<file path="config.mk">
export PLATFORM = sky130hd
export DESIGN_NAME = map_scroller
export DESIGN_NICKNAME = d
export VERILOG_FILES = /design/src/rtl/delivery_pkg.sv /design/src/rtl/row_lfsr.sv /design/src/rtl/map_scroller.sv
export SDC_FILE = /design/constraint.sdc
export NUM_CORES = 1
export LEC_CHECK = 0
export CAP_MARGIN = 20
export CORE_ASPECT_RATIO = 1.75
export CORE_MARGIN = 2
export CORE_UTILIZATION = 48
export DETAILED_ROUTE_END_ITERATION = 10
export PLACE_DENSITY_LB_ADDON = 0.25
export SETUP_SLACK_MARGIN = 0.3
export SLEW_MARGIN = 15
export SYNTH_ARGS = -nofsm -noshare
export SYNTH_HDL_FRONTEND = slang
export SYNTH_SLANG_ARGS = --single-unit
</file>
<file path="constraint.sdc">
create_clock -name clock -period 2.3 [get_ports clock]
set_clock_uncertainty 0.15 [all_clocks]
set_input_delay 0.23 -clock clock [delete_from_list [all_inputs] [get_ports clock]]
set_output_delay 0.23 -clock clock [all_outputs]
set_load 0.03 [all_outputs]
</file>
<file path="src/rtl/delivery_pkg.sv">
// delivery_pkg: shared definitions for the delivery-game map path.
// Holds the scroller state encoding, the row LFSR polynomial and default
// seed, and the lane-index width helper used to size player_lane.
package delivery_pkg;

    // Scroller control states.
    typedef enum logic [1:0] {
        ST_IDLE  = 2'd0,
        ST_RUN   = 2'd1,
        ST_SHIFT = 2'd2,
        ST_CRASH = 2'd3
    } state_t;

    // x^8 + x^6 + x^5 + x^4 + 1, written as the register bits that feed the
    // XOR when the register shifts toward the MSB (bits 7, 5, 4, 3).
    localparam logic [7:0] LFSR_TAPS         = 8'hB8;
    localparam logic [7:0] LFSR_SEED_DEFAULT = 8'hA5;

    // Bits needed to index v lanes (v >= 2).
    function automatic int clog2(input int v);
        int r;
        r = 0;
        for (int i = 0; i < 31; i++) begin
            if ((32'd1 << i) < v) begin
                r = i + 1;
            end
        end
        return r;
    endfunction

endpackage

</file>
<file path="src/rtl/row_lfsr.sv">
// row_lfsr: 8-bit Fibonacci LFSR that feeds obstacle-row generation.
// Latency: free-running, one step per clock once out of reset.
// Backpressure: none; it never stalls.
// Ports: clock, reset (sync, active-low, loads SEED), lfsr (current value).
module row_lfsr
    import delivery_pkg::*;
#(
    // Must be nonzero: the all-zero state is a lock-up state for this LFSR.
    parameter logic [7:0] SEED = LFSR_SEED_DEFAULT
) (
    input  logic       clock,
    input  logic       reset,
    output logic [7:0] lfsr
);

    logic feedback;

    assign feedback = ^(lfsr & LFSR_TAPS);

    always_ff @(posedge clock) begin
        if (!reset) begin
            lfsr <= SEED;
        end else begin
            lfsr <= {lfsr[6:0], feedback};
        end
    end

endmodule

</file>
<file path="src/rtl/map_scroller.sv">
// map_scroller: scrolls the obstacle map down one row per move_map tick,
// inserts generated rows at the top, tests the player lane against the
// bottom row and counts survived obstacle rows as the score.
// Latency: tick sampled in RUN -> SHIFT next cycle -> map/score written at
//          the end of SHIFT -> hit test on the new bottom row in the next RUN.
// Backpressure: none upstream; a tick arriving during SHIFT is dropped, or
//          held in a one-deep pending flag when MAP_SCROLLER_PENDING_TICK_EN
//          is defined.
//
// Ports:
//   clock        system clock (game tick domain)
//   reset        synchronous, active-low
//   run          game active level from the control FSM
//   move_map     one-cycle scroll tick from the map timing block
//   player_lane  current player lane (clamped to LANES-1 for the hit test)
//   map_rows     flattened map, row r at [r*LANES +: LANES], 1 = obstacle
//   score        obstacle rows survived, saturating
//   crashed      high while in CRASH
//   collision    one-cycle pulse on the first CRASH cycle
//   busy         high during the SHIFT cycle
module map_scroller
    import delivery_pkg::*;
#(
    parameter int         LANES     = 4,
    parameter int         ROWS      = 8,
    parameter int         SCORE_W   = 10,
    parameter logic [7:0] LFSR_SEED = LFSR_SEED_DEFAULT
) (
    input  logic                     clock,
    input  logic                     reset,
    input  logic                     run,
    input  logic                     move_map,
    input  logic [clog2(LANES)-1:0]  player_lane,
    output logic [ROWS*LANES-1:0]    map_rows,
    output logic [SCORE_W-1:0]       score,
    output logic                     crashed,
    output logic                     collision,
    output logic                     busy
);

    state_t             state;
    state_t             state_nxt;

    logic [7:0]         lfsr;
    logic [LANES-1:0]   bottom_row;
    logic [LANES-1:0]   rand_row;
    logic [LANES-1:0]   ins_row;
    int                 lane_idx;
    int                 clr_lane;
    logic               hit;
    logic               tick;
    logic               new_game;
    logic               do_shift;
    logic               enter_crash;
    // Set after a random row has been inserted: the next insert is blank so a
    // free path always exists through every other row.
    logic               zero_turn;
    // Only part of the LFSR is consumed for a given LANES.
    logic               unused_lfsr_bits;

    row_lfsr #(
        .SEED  (LFSR_SEED)
    ) u_row_lfsr (
        .clock (clock),
        .reset (reset),
        .lfsr  (lfsr)
    );

    assign unused_lfsr_bits = ^lfsr;

    // ------------------------------------------------------------------
    // Hit test: bottom-row bit under the (clamped) player lane.
    // ------------------------------------------------------------------
    assign bottom_row = map_rows[(ROWS-1)*LANES +: LANES];

    always_comb begin
        lane_idx = int'(player_lane);
        if (lane_idx > LANES - 1) begin
            lane_idx = LANES - 1;
        end
    end

    always_comb begin
        hit = 1'b0;
        for (int i = 0; i < LANES; i++) begin
            if (i == lane_idx) begin
                hit = bottom_row[i];
            end
        end
    end

    // ------------------------------------------------------------------
    // New top row: LFSR low bits, with one lane reopened if the row would
    // block every lane. Every second insert is forced blank.
    // ------------------------------------------------------------------
    assign clr_lane = int'(lfsr[7:5]) % LANES;

    always_comb begin
        rand_row = lfsr[LANES-1:0];
        if (&rand_row) begin
            for (int i = 0; i < LANES; i++) begin
                if (i == clr_lane) begin
                    rand_row[i] = 1'b0;
                end
            end
        end
    end

    assign ins_row = zero_turn ? '0 : rand_row;

    // ------------------------------------------------------------------
    // Tick source: raw move_map, plus the held tick when pending is built in.
    // ------------------------------------------------------------------
`ifdef MAP_SCROLLER_PENDING_TICK_EN
    logic pending;
    logic pending_nxt;

    assign tick = move_map | pending;

    always_comb begin
        pending_nxt = pending;
        case (state)
            // RUN always either consumes the held tick or leaves for a state
            // where it must not survive (IDLE, CRASH).
            ST_RUN:   pending_nxt = 1'b0;
            // Capture a tick that lands on the shift cycle; a second one
            // while already set is simply absorbed.
            ST_SHIFT: pending_nxt = run & (pending | move_map);
            default:  pending_nxt = 1'b0;
        endcase
    end

    always_ff @(posedge clock) begin
        if (!reset) begin
            pending <= 1'b0;
        end else begin
            pending <= pending_nxt;
        end
    end
`else
    assign tick = move_map;
`endif

    // ------------------------------------------------------------------
    // Control FSM
    // ------------------------------------------------------------------
    always_ff @(posedge clock) begin
        if (!reset) begin
            state <= ST_IDLE;
        end else begin
            state <= state_nxt;
        end
    end

    always_comb begin
        state_nxt   = state;
        new_game    = 1'b0;
        do_shift    = 1'b0;
        enter_crash = 1'b0;
        case (state)
            ST_IDLE: begin
                if (run) begin
                    state_nxt = ST_RUN;
                    new_game  = 1'b1;
                end
            end
            ST_RUN: begin
                // A hit outranks a tick arriving in the same cycle.
                if (!run) begin
                    state_nxt = ST_IDLE;
                end else if (hit) begin
                    state_nxt   = ST_CRASH;
                    enter_crash = 1'b1;
                end else if (tick) begin
                    state_nxt = ST_SHIFT;
                end
            end
            ST_SHIFT: begin
                // The shift always completes, even if run drops this cycle.
                do_shift  = 1'b1;
                state_nxt = run ? ST_RUN : ST_IDLE;
            end
            ST_CRASH: begin
                if (!run) begin
                    state_nxt = ST_IDLE;
                end
            end
            default: begin
                state_nxt = ST_IDLE;
            end
        endcase
    end

    // ------------------------------------------------------------------
    // Map, score and blank-row toggle
    // ------------------------------------------------------------------
    always_ff @(posedge clock) begin
        if (!reset) begin
            map_rows  <= '0;
            score     <= '0;
            zero_turn <= 1'b0;
            collision <= 1'b0;
        end else begin
            collision <= enter_crash;
            if (new_game) begin
                map_rows  <= '0;
                score     <= '0;
                zero_turn <= 1'b0;
            end else if (do_shift) begin
                map_rows  <= {map_rows[(ROWS-1)*LANES-1:0], ins_row};
                zero_turn <= ~zero_turn;
                if ((|bottom_row) && (score != '1)) begin
                    score <= score + SCORE_W'(1);
                end
            end
        end
    end

    assign crashed = (state == ST_CRASH);
    assign busy    = (state == ST_SHIFT);

endmodule
</file>
# Word-level counts from Yosys, hierarchy flattened
# Index checks and enable logic that the tools add are counted.
[word_totals]
regBits = 54
in_bits = 6
output_inout_bits = 45
elab_cells = 54
[op_classes]
n_addsub = 1
eq_ne = 13
n_mux = 21
bitwise = 2
n_reduce_logical = 11
[ops]
columns = ["cell", "count"]
rows = [
  ["32-bit zero test", 2],
  ["1-bit 2-to-1 mux", 13],
  ["10-bit by 1-bit adder with 10-bit output, second input constant", 1],
  ["2-bit 2-to-1 mux", 5],
  ["10-bit inequality test, second input constant", 1],
  ["2-bit == test, first input constant", 4],
  ["4-bit 2-to-1 mux", 2],
  ["2-bit case mux with 4 select lines", 1],
  ["8-bit XOR reduction", 1],
  ["3-bit AND reduction", 2],
  ["1-bit by 2-bit == test with 1-bit output, first input constant", 2],
  ["2-bit == test, second input constant", 2],
  ["2-bit inequality test, second input constant", 2],
  ["4-bit inequality test, second input constant", 1],
  ["4-bit AND reduction", 1],
  ["4-bit OR reduction", 1],
  ["2-bit by 1-bit == test with 1-bit output, second input constant", 1],
  ["2-bit zero test", 1],
  ["1-bit NOT", 2],
  ["2-bit AND reduction", 1],
  ["2-bit OR reduction", 1],
  ["1-bit logical AND", 1],
]

# Logic depth before layout (Yosys ltp)
# Gate-level depths: netlist (run 1).
[logic_depth]
word_depth = 8
ltp_mapped = 6
depth_no_buf = 5

# Cells and area by module
# Synthesis (run 1) repeated with hierarchy kept, for this count alone.
[unflattened]
cells_unflattened = 243
hier_area_um2 = 2098.3
[modules_own_cells]
columns = ["module", "instances", "cells_per_inst", "area_each_um2", "seq_area_each_um2"]
rows = [
  ["map_scroller", 1, 224, 1863.0, 920.9],
  ["row_lfsr", 1, 19, 235.2, 160.2],
]

# Worst setup path before layout (run 1)
# No wires, ideal clock.
[synth_timing]
path_type = "register -> register"
from = "register score[0]"
to = "register score[5]"
setup_time_ps = 70
arrival_ps = 1708
t_required_ps = 2080
slack_ps = 371
stages_incl_launch_ff = 7
path_buffers = 1
synth_period_minus_slack_ps = 1929
path_cell_list = "dfxtp_1 ha_1 and3_1 and4_1 clkbuf_1 or4_1 a21oi_1"
[synth_via]
elab_chain_len = 3
word_cells_on_any_way = 4
classes_between = "1 x add/sub; 1 x eq/ne; 2 x reduce/logical"
[synth_rtl]
columns = ["element", "line", "text"]
rows = [
  ["from (decl)", "map_scroller.sv:35", "output logic [SCORE_W-1:0] score,"],
  ["from (signal assigned)", "map_scroller.sv:213", "score <= score + SCORE_W'(1);"],
  ["parallel branches: the longest is 3 deep, another holds 10-bit by 1-bit adder with 10-bit output", "n/a", ""],
]
# Several ways; the timed one is not identified.
# A chain may end at the register's enable or synchronous reset.

# Worst setup path in the final report (run 1)
[layout_timing]
from = "register state[1]"
to = "output crashed"
[layout_via]
elab_chain_len = 1
[layout_rtl]
columns = ["element", "line", "text"]
rows = [
  ["from (decl)", "map_scroller.sv:41", "state_t state;"],
  ["from (signal assigned)", "map_scroller.sv:151", "state <= state_nxt;"],
  ["2-bit == test", "map_scroller.sv:219", "assign crashed = (state == ST_CRASH);"],
  ["to (decl)", "map_scroller.sv:36", "output logic crashed,"],
]
# No other way between the ends.

==> flow_metrics.py, run 1 <==
metrics = {
    "pwr": {
        "p_leak_nw": 0.884,
        "power_density_nw_per_um2": 556,
        "ir_drop_v": 0.000483,
    },
    "floorplan": {
        "die_area_um2": 4980,
        "die_x_um": 54.2,
        "die_y_um": 91.9,
        "core_region_area_um2": 4320,
        "ios": 51,
        "row_count": 32,
        "initial_core_util": 0.490,
    },
    "grt": {
        "grt.overflow.total": 0,
        "busiest_layer": "met2",
        "antenna_found_initial": 0,
        "use_met1": 0.220,
        "grt_util_met2": 0.350,
        "grt_util_met3": 0.0489,
        "grt_pass1_wl_um": 7530,
        "track_usage": 0.198,
        "grt_pass1_vias": 1690,
        "grt_max_degree": 38,
    },
    "yosys": {
        "synth_async_sr_flop_share": 0,
        "postSynthCellCount": 247,
        "ys_seq_area_frac": 0.510,
        "ys_warn_count": 0,
        "synth_area_leaders": "dfxtp_1 (51%), nand2_1 (12%), a21oi_1 (9.5%), clkbuf_1 (2.1%), nand2b_1 (1.8%)",
        "synth_top_area_cell": "dfxtp_1",
        "synthFlopType": "dfxtp_1",
        "syn_area_per_cell_um2": 8.58,
        "netlist.area_leader.share": 0.510,
        "syn_nets": 254,
        "synth_cell_types": 41,
        "synth-edff-count": 0,
        "syn-cell-area_um2": 2120,
        "synth_seq_cells": 54,
    },
    "run_status": {
        "outcome": "completed",
    },
    "clocking": {
        "cts_tree": "done",
        "cts_hold_buffers": 0,
        "cts_max_level": 2,
        "ctsResizeCount": 1,
        "root_buffer": "clkbuf_8",
        "clkLatencyLatePin_ns": 0.30,
        "path_clk_slew_ns": 0.09,
        "clockBufferDepth": 2,
        "cts_sinks": 54,
        "cts_buffers": 5,
        "post_cts_buffers": 0,
    },
    "layout": {
        "diodes": 0,
        "drive_gt1_frac": 0.0580,
        "final_cell_mix": "nand2_1 (65), dfxtp_1 (54), clkdlybuf4s50_1 (49)",
        "num-fill-cells": 397,
        "layout_commonest_cell": "nand2_1",
        "finalNetCount": 300,
        "syn2layout_area_growth_pct": 29.2,
    },
    "detailed_routing": {
        "vias": 1846,
        "drc": 0,
        "wl_um": 4640,
        "postRouteAntennaNets": 0,
        "wl_per_cell_um": 13.5,
        "drt_iter0_markers": 44,
        "drt_first_pass_iters": 4,
        "via_per_inst": 5.37,
    },
    "placement": {
        "gp_congestion": 0.770,
        "hpwl_um": 3230,
        "port_buffers": 50,
    },
    "timing": {
        "final.period_utilization": 0.841,
        "worst_slew_pin_slew_ns": 0.450,
        "hold_violations": 0,
        "final.setup.tns_ns": 0,
        "setup_viol": 0,
        "rsz0062_at_grt": "false",
        "fmax_mhz": 517,
        "slew_headroom": 0.700,
        "finalCriticalPeriod_ns": 1.93,
        "drv_slew": 0,
        "holdWs_ns": 0.320,
    },
    "hold_path": {
        "hp-class": "reg2reg",
    },
    "worst_setup_path": {
        "cp_max_fo": 6,
        "cp-end-kind": "output pin",
        "cp_data_required_time_ns": 1.92,
        "path_class": "reg2out",
        "startpoint_type": "flip-flop",
        "cp.arrival_ns": 1.55,
    },
    "job": {
        "drv_cap": 0,
    },
}
cell type report:
class                   count  area (µm²)  share of cell area
multi-input cells         175         951               0.348
well taps                  51        63.8              0.0233
repair buffers             53         534               0.195
inverters                   4        27.5              0.0101
clock buffers               5        68.8              0.0251
flip-flops and latches     54        1080               0.395
clock inverters             2        10.0             0.00366
through the flow:
| stage | cells | utilization | setup WS, ns | cell area (µm²) | total power, mW |
|---|---|---|---|---|---|
| after global placement | 337 | 0.614 | 0.341 | 2660 | 1.06 |
| after global routing | 344 | 0.633 | 0.318 | 2740 | 1.57 |
| after detailed placement | 337 | 0.614 | 0.300 | 2660 | 1.06 |
| after CTS | 344 | 0.632 | 0.300 | 2730 | 1.54 |
| after floorplan | 247 | - | 0.371 | 2120 | 1.03 |
| final | 344 | 0.633 | 0.367 | 2740 | 1.52 |
sequential cells by signal, indices dropped and copies added, names as in the netlist:
register / count
map_rows: 32
score: 10
u_row_lfsr.lfsr: 8
state: 2
collision: 1
zero_turn: 1
where the power goes:
group / internal [mW] / total, mW / switching (mW)
Combinational: 0.0324 / 0.0712 / 0.0388
Clock: 0.205 / 0.487 / 0.282
Sequential: 0.949 / 0.963 / 0.0136
synthesized netlist by cell type, types with 2 or more instances:
library cell  number
clkbuf_1          12
nand3b_1           2
and2_1             5
and4_1             2
nand2_1           65
inv_1              3
nor3b_1            2
a21oi_1           40
and3_1             3
nand4_1            5
o31ai_1            3
or4_1              3
nand3_1            7
o21ai_0            4
xnor2_1            2
nor2_1             5
dfxtp_1           54
xor2_1             2
nand2b_1           6
worst max-delay path, cell delays in order, from the launching register on:
cell	delay, ns
dfxtp_1	0.44
and2_1	0.16
clkdlybuf4s50_1	0.66
logic make-up (layout without fill, tap and decap cells):
family / count (synthesis) / count (layout) / share of synthesized area
AO/OA/AOI/OAI: 54 / 54 / 0.142
XOR/XNOR: 4 / 4 / 0.0165
adder cells (fa/ha/maj): 1 / 1 / 0.00591
buffers and inverters: 18 / 64 / 0.0419
flip-flops: 54 / 54 / 0.510
multiplexers: 1 / 1 / 0.0106
AND/OR/NAND/NOR: 115 / 115 / 0.272
routing by layer:
layer | vias up | wire length (µm)
met2 | 46 | 2520
li1 | 942 | -
met4 | 0 | 46
met3 | 4 | 222
met5 | - | 0
met1 | 854 | 1840
final timing paths:
check                    from     endpoint  slack, ns  cells after the start
setup / recovery     state[1]      crashed       0.37                      2
hold / removal    map_rows[3]  map_rows[7]       0.32                      2
setup reg to reg     score[0]     score[4]       0.42                      5
hold reg to reg   map_rows[3]  map_rows[7]       0.32                      2
Note: power is estimated with default switching activity, not from simulation.
==> run 2: changes to the inputs <==
--- a/config.mk
+++ b/config.mk
@@ -8,7 +8,7 @@
 export CAP_MARGIN = 20
 export CORE_ASPECT_RATIO = 1.75
 export CORE_MARGIN = 2
-export CORE_UTILIZATION = 48
+export CORE_UTILIZATION = 44
 export DETAILED_ROUTE_END_ITERATION = 10
 export PLACE_DENSITY_LB_ADDON = 0.25
 export SETUP_SLACK_MARGIN = 0.3
==> constraint.sdc (replaced) <==
create_clock -name clock -period 1.7 [get_ports clock]
set_clock_uncertainty 0.15 [all_clocks]
set_input_delay 0.17 -clock clock [delete_from_list [all_inputs] [get_ports clock]]
set_output_delay 0.17 -clock clock [all_outputs]
set_load 0.03 [all_outputs]
==> run 2 against run 1 <==
The run now ends with setup timing left; global-route usage increased by 0.66 points; power increased by 58%; sequential power increased by 35%; non-clock buffer count increased by 36; critical path type is now reg2reg.
==> flow_metrics.py, run 2 (synthesis gave the netlist of run 1 again) <==
metrics = {
    "worst_setup_path": {
        "path_class": "reg2reg",
        "cp_data_required_time_ns": 1.80,
        "slowest_stage": "dfxtp_4",
        "cp_max_fo": 5,
        "crit_buf_inv": 1,
        "cp.arrival_ns": 1.82,
        "cp-end-kind": "flip-flop",
        "path_cells": "ha_4 > and3_4 > and4_4 > buf_4 > or3_4 > a21oi_2",
        "startpoint_type": "flip-flop",
        "critical-path-top-delay-family": "simple AND/OR/NAND/NOR gates",
        "crit_path_max_incr_delay_ns": 0.37,
    },
    "layout": {
        "final_cell_mix": "nand2_1 (64), a21oi_2 (37), dfxtp_1 (34)",
        "diodes": 0,
        "num-fill-cells": 324,
        "reg_top3": "map_rows (32), score (10), u_row_lfsr.lfsr (8)",
        "regMostFlops": "map_rows",
        "syn2layout_area_growth_pct": 62.8,
        "final_util": 0.739,
        "largest_reg_flops": 32,
        "drive_gt1_frac": 0.558,
        "layout_commonest_cell": "nand2_1",
        "finalNetCount": 336,
    },
    "clocking": {
        "root_buffer": "clkbuf_8",
        "clockBufferDepth": 2,
        "cts_max_level": 2,
        "cts_buffers": 5,
        "cts_hold_buffers": 0,
        "cts_sinks": 54,
        "clkLatencyLatePin_ns": 0.31,
        "cts_tree": "done",
        "path_clk_slew_ns": 0.11,
    },
    "floorplan": {
        "core_region_area_um2": 4670,
        "die_x_um": 56.5,
        "initial_core_util": 0.454,
        "ios": 51,
        "row_count": 33,
        "die_area_um2": 5410,
        "die_y_um": 95.8,
    },
    "detailed_routing": {
        "postRouteAntennaNets": 0,
        "vias": 2139,
        "wl_um": 6740,
        "drc": 0,
        "wl_per_cell_um": 17.7,
        "drt_first_pass_iters": 4,
        "drt_iter0_markers": 70,
        "via_per_inst": 5.60,
    },
    "hold_path": {
        "hp-class": "in2reg",
    },
    "placement": {
        "hpwl_um": 3520,
        "gp_congestion": 0.857,
        "port_buffers": 50,
    },
    "pwr": {
        "power_density_nw_per_um2": 697,
        "p_leak_nw": 1.26,
        "ir_drop_v": 0.000823,
    },
    "timing": {
        "fmax_mhz": 580,
        "rsz0062_at_grt": "true",
        "slew_headroom": 0.665,
        "setup_slack_ns": -0.0243,
        "hold_violations": 0,
        "final.setup.tns_ns": -0.0310,
        "setup_viol": 2,
        "drv_slew": 0,
        "worst_slew_pin_slew_ns": 0.501,
        "final.period_utilization": 1.01,
        "finalCriticalPeriod_ns": 1.72,
    },
    "job": {
        "drv_cap": 0,
    },
    "run_status": {
        "violations": "setup timing",
        "outcome": "finished, violations left",
    },
    "grt": {
        "grt.overflow.total": 0,
        "antenna_found_initial": 0,
        "grt_pass1_wl_um": 8660,
        "grt_max_degree": 34,
        "track_usage": 0.205,
        "grt_pass1_vias": 1934,
    },
}
## run 2: cell types whose count changed in the layout (fill, tap and decap cells not counted), moves of 14 or more
cell,delta
dfxtp_1,-20
a21oi_2,+37
dfxtp_2,+14
clkbuf_2,+25
clkdlybuf4s50_1,-44
buf_4,+18
a21oi_1,-37
## run 2: final timing paths
kind | slack [ns] | start | cells past startpoint | end
worst max-delay path | -0.02 | score[0] | 6 | score[0]
worst min-delay path | 0.31 | move_map | 3 | state[1]
worst max register to register | -0.02 | score[0] | 6 | score[0]
worst min register to register | 0.33 | map_rows[26] | 2 | map_rows[30]
## run 2: final cells by class
cell class,count,area (µm²),share of cell area
multi-input cells,175,1280,0.371
flip-flops and latches,54,1120,0.325
repair buffers,89,838,0.243
clock inverters,3,47.5,0.0138
clock buffers,5,68.8,0.0199
well taps,52,65.1,0.0189
inverters,4,27.5,0.00798
## run 2: metrics by stage
stage	cell area [µm²]	worst slack [ns]	power, mW	cells	hold slack [ns]
after floorplan	2180	-0.0362	1.39	247	0.125
after global placement	2780	0.0376	1.43	345	0.286
after detailed placement	2780	-0.0245	1.43	345	0.304
after CTS	3140	0.0186	2.35	366	0.286
after global routing	3450	-0.0603	2.48	382	0.306
final	3450	-0.0243	2.41	382	0.312
## run 2: tightest hold or removal path: stages
cell	delay, ns
clkdlybuf4s50_1	0.44
inv_1	0.09
a21oi_2	0.05
## run 2: routing by layer
| metal | track usage | share of wire | vias to the layer above |
|---|---|---|---|
| met5 | 0 | 0 | - |
| met1 | 0.213 | 0.37 | 1053 |
| met2 | 0.389 | 0.57 | 56 |
| met3 | 0.0430 | 0.034 | 14 |
| li1 | - | - | 1016 |
| met4 | 0.0873 | 0.023 | 0 |
## run 2: repair_timing
action / CTS / global route
resized for setup: 139 / 112
setup endpoints to repair: 88 / 78
pin swaps: 15 / 17
buffers inserted: 12 / 12
gates cloned: 1 / 4
## run 2: power breakdown
| part | switching (mW) | total (mW) | internal, mW |
|---|---|---|---|
| clock | 0.444 | 0.891 | 0.447 |
| sequential | 0.0179 | 1.30 | 1.28 |
| combinational | 0.100 | 0.218 | 0.118 |
| total | 0.562 | 2.41 | 1.84 |
==> run 3: changes to the inputs <==
--- a/config.mk
+++ b/config.mk
@@ -8,9 +8,10 @@
 export CAP_MARGIN = 20
 export CORE_ASPECT_RATIO = 1.75
 export CORE_MARGIN = 2
-export CORE_UTILIZATION = 44
+export CORE_UTILIZATION = 52
 export DETAILED_ROUTE_END_ITERATION = 10
 export PLACE_DENSITY_LB_ADDON = 0.25
+export REMOVE_ABC_BUFFERS = 1
 export SETUP_SLACK_MARGIN = 0.3
 export SLEW_MARGIN = 15
 export SYNTH_ARGS = -nofsm -noshare
==> constraint.sdc (replaced) <==
create_clock -name clock -period 2.1 [get_ports clock]
set_clock_uncertainty 0.15 [all_clocks]
set_input_delay 0.21 -clock clock [delete_from_list [all_inputs] [get_ports clock]]
set_output_delay 0.21 -clock clock [all_outputs]
set_load 0.03 [all_outputs]
==> run 3 against run 2 <==
The run now ends clean; clock power is 31% lower; critical path depth decreased by 3; cell count shrank 9.7%; critical endpoint is now busy; flip-flop and latch count unchanged; die area down 15%; non-clock buffer count is 33 lower.
==> flow_metrics.py, run 3 (synthesis gave the netlist of run 1 again) <==
metrics = {
    "placement": {
        "post-place-ws_ns": 0.235,
        "hpwl_um": 3380,
        "placed_area_um2": 2670,
        "place_inst": 336,
        "gp_congestion": 0.929,
        "port_buffers": 50,
    },
    "worst_setup_path": {
        "cp.arrival_ns": 1.44,
        "cp-end-kind": "output pin",
        "startpoint_type": "flip-flop",
        "r2r-start": "map_rows[30]",
        "cp_data_required_time_ns": 1.74,
        "cp_max_fo": 21,
        "crit_start": "state[0]",
        "path_class": "reg2out",
    },
    "timing": {
        "setup_viol": 0,
        "rsz0062_at_grt": "true",
        "setup_slack_ns": 0.301,
        "final.period_utilization": 0.857,
        "finalCriticalPeriod_ns": 1.80,
        "fmax_mhz": 556,
        "final.setup.tns_ns": 0,
        "drv_slew": 0,
        "slew_headroom": 0.568,
        "hold_violations": 0,
        "worst_slew_pin_slew_ns": 0.642,
    },
    "floorplan": {
        "ios": 51,
        "initial_core_util": 0.543,
        "core_region_area_um2": 3900,
        "die_y_um": 88.4,
        "die_x_um": 52.2,
        "row_count": 30,
        "die_area_um2": 4620,
    },
    "clocking": {
        "cts_max_level": 2,
        "clkLatencyLatePin_ns": 0.31,
        "cts_sinks": 54,
        "clockBufferDepth": 2,
        "cts_hold_buffers": 0,
        "cts_tree": "done",
        "root_buffer": "clkbuf_8",
        "cts_buffers": 5,
        "path_clk_slew_ns": 0.09,
    },
    "detailed_routing": {
        "postRouteAntennaNets": 0,
        "vias": 1910,
        "drc": 0,
        "drt_iter0_markers": 64,
        "via_per_inst": 5.54,
        "drt_first_pass_iters": 4,
        "wl_per_cell_um": 14.2,
        "wl_um": 4910,
    },
    "grt": {
        "track_usage": 0.228,
        "grt_pass1_vias": 1701,
        "grt.overflow.total": 0,
        "grt_pass1_wl_um": 7910,
        "grt_max_degree": 34,
        "antenna_found_initial": 0,
    },
    "layout": {
        "final_util": 0.719,
        "layout.cells.non_filler": 345,
        "regMostFlops": "map_rows",
        "syn2layout_area_growth_pct": 32.5,
        "drive_gt1_frac": 0.0909,
        "finalNetCount": 303,
        "reg_top3": "map_rows (32), score (10), u_row_lfsr.lfsr (8)",
        "largest_reg_flops": 32,
        "layout_commonest_cell": "nand2_1",
        "diodes": 0,
        "final_cell_mix": "nand2_1 (65), dfxtp_1 (52), a21oi_1 (40)",
        "stdcell_area_um2": 2810,
        "num-fill-cells": 329,
    },
    "pwr": {
        "ir_drop_v": 0.000641,
        "p_leak_nw": 1.03,
        "power_density_nw_per_um2": 622,
    },
    "hold_path": {
        "hp-class": "reg2reg",
        "holdCritStartpoint": "map_rows[9]",
    },
    "job": {
        "drv_cap": 0,
    },
    "run_status": {
        "outcome": "completed",
    },
}
[run 3: cell count changes in the layout (fill, tap and decap cells not counted), sizes merged, moves of 4 or more]
| cell | before | now |
|---|---|---|
| buf | 43 | 6 |
| clkbuf | 33 | 6 |
| clkdlybuf4s15 | 11 | 1 |
| clkdlybuf4s50 | 5 | 36 |
| dlygate4sd2 | 1 | 9 |
| dlymetal6s2s | 0 | 4 |
[run 3: power by group]
| part | internal (mW) | switching [mW] |
|---|---|---|
| combinational | 0.0374 | 0.0436 |
| clock | 0.272 | 0.340 |
| sequential | 1.04 | 0.0148 |
| total | 1.35 | 0.399 |
[run 3: final timing paths]
path | slack, ns | to | cells after the start
hold reg to reg | 0.32 | map_rows[13] | 2
setup / recovery | 0.30 | busy | 3
setup reg to reg | 0.37 | score[9] | 4
hold / removal | 0.32 | map_rows[13] | 2
[run 3: layer usage]
metal  track usage  up-vias  share of wire
met5             0        -              0
met4         0.124        0          0.024
met3        0.0473       12          0.048
met2         0.389       65           0.54
met1         0.263      887           0.38
li1              -      946              -
[run 3: critical path: stages, from the launching register on]
cell	delay, ns
dfxtp_1	0.42
nand2b_2	0.23
clkinv_8	0.13
clkdlybuf4s15_1	0.36
[run 3: stage by stage]
step                      power [mW]  hold WS (ns)
final                           1.75         0.322
after detailed placement        1.16         0.312
after global placement          1.16         0.306
after global routing            1.82         0.344
after CTS                       1.76         0.326
after floorplan                 1.12         0.122
[run 3: cell type report]
cell class	count	area, µm²	area share
Sequential cell	54	1080	0.386
Multi-Input combinational cell	175	980	0.349
Timing Repair Buffer	56	557	0.198
Clock buffer	6	82.6	0.0294
Tap cell	48	60.1	0.0214
Inverter	4	27.5	0.00980
Clock inverter	2	17.5	0.00624
[run 3: what timing repair did]
action,in CTS,in global routing
gates resized for setup,14,10
pin swaps,0,2
buffers inserted,0,1
endpoints found under the setup margin,13,12
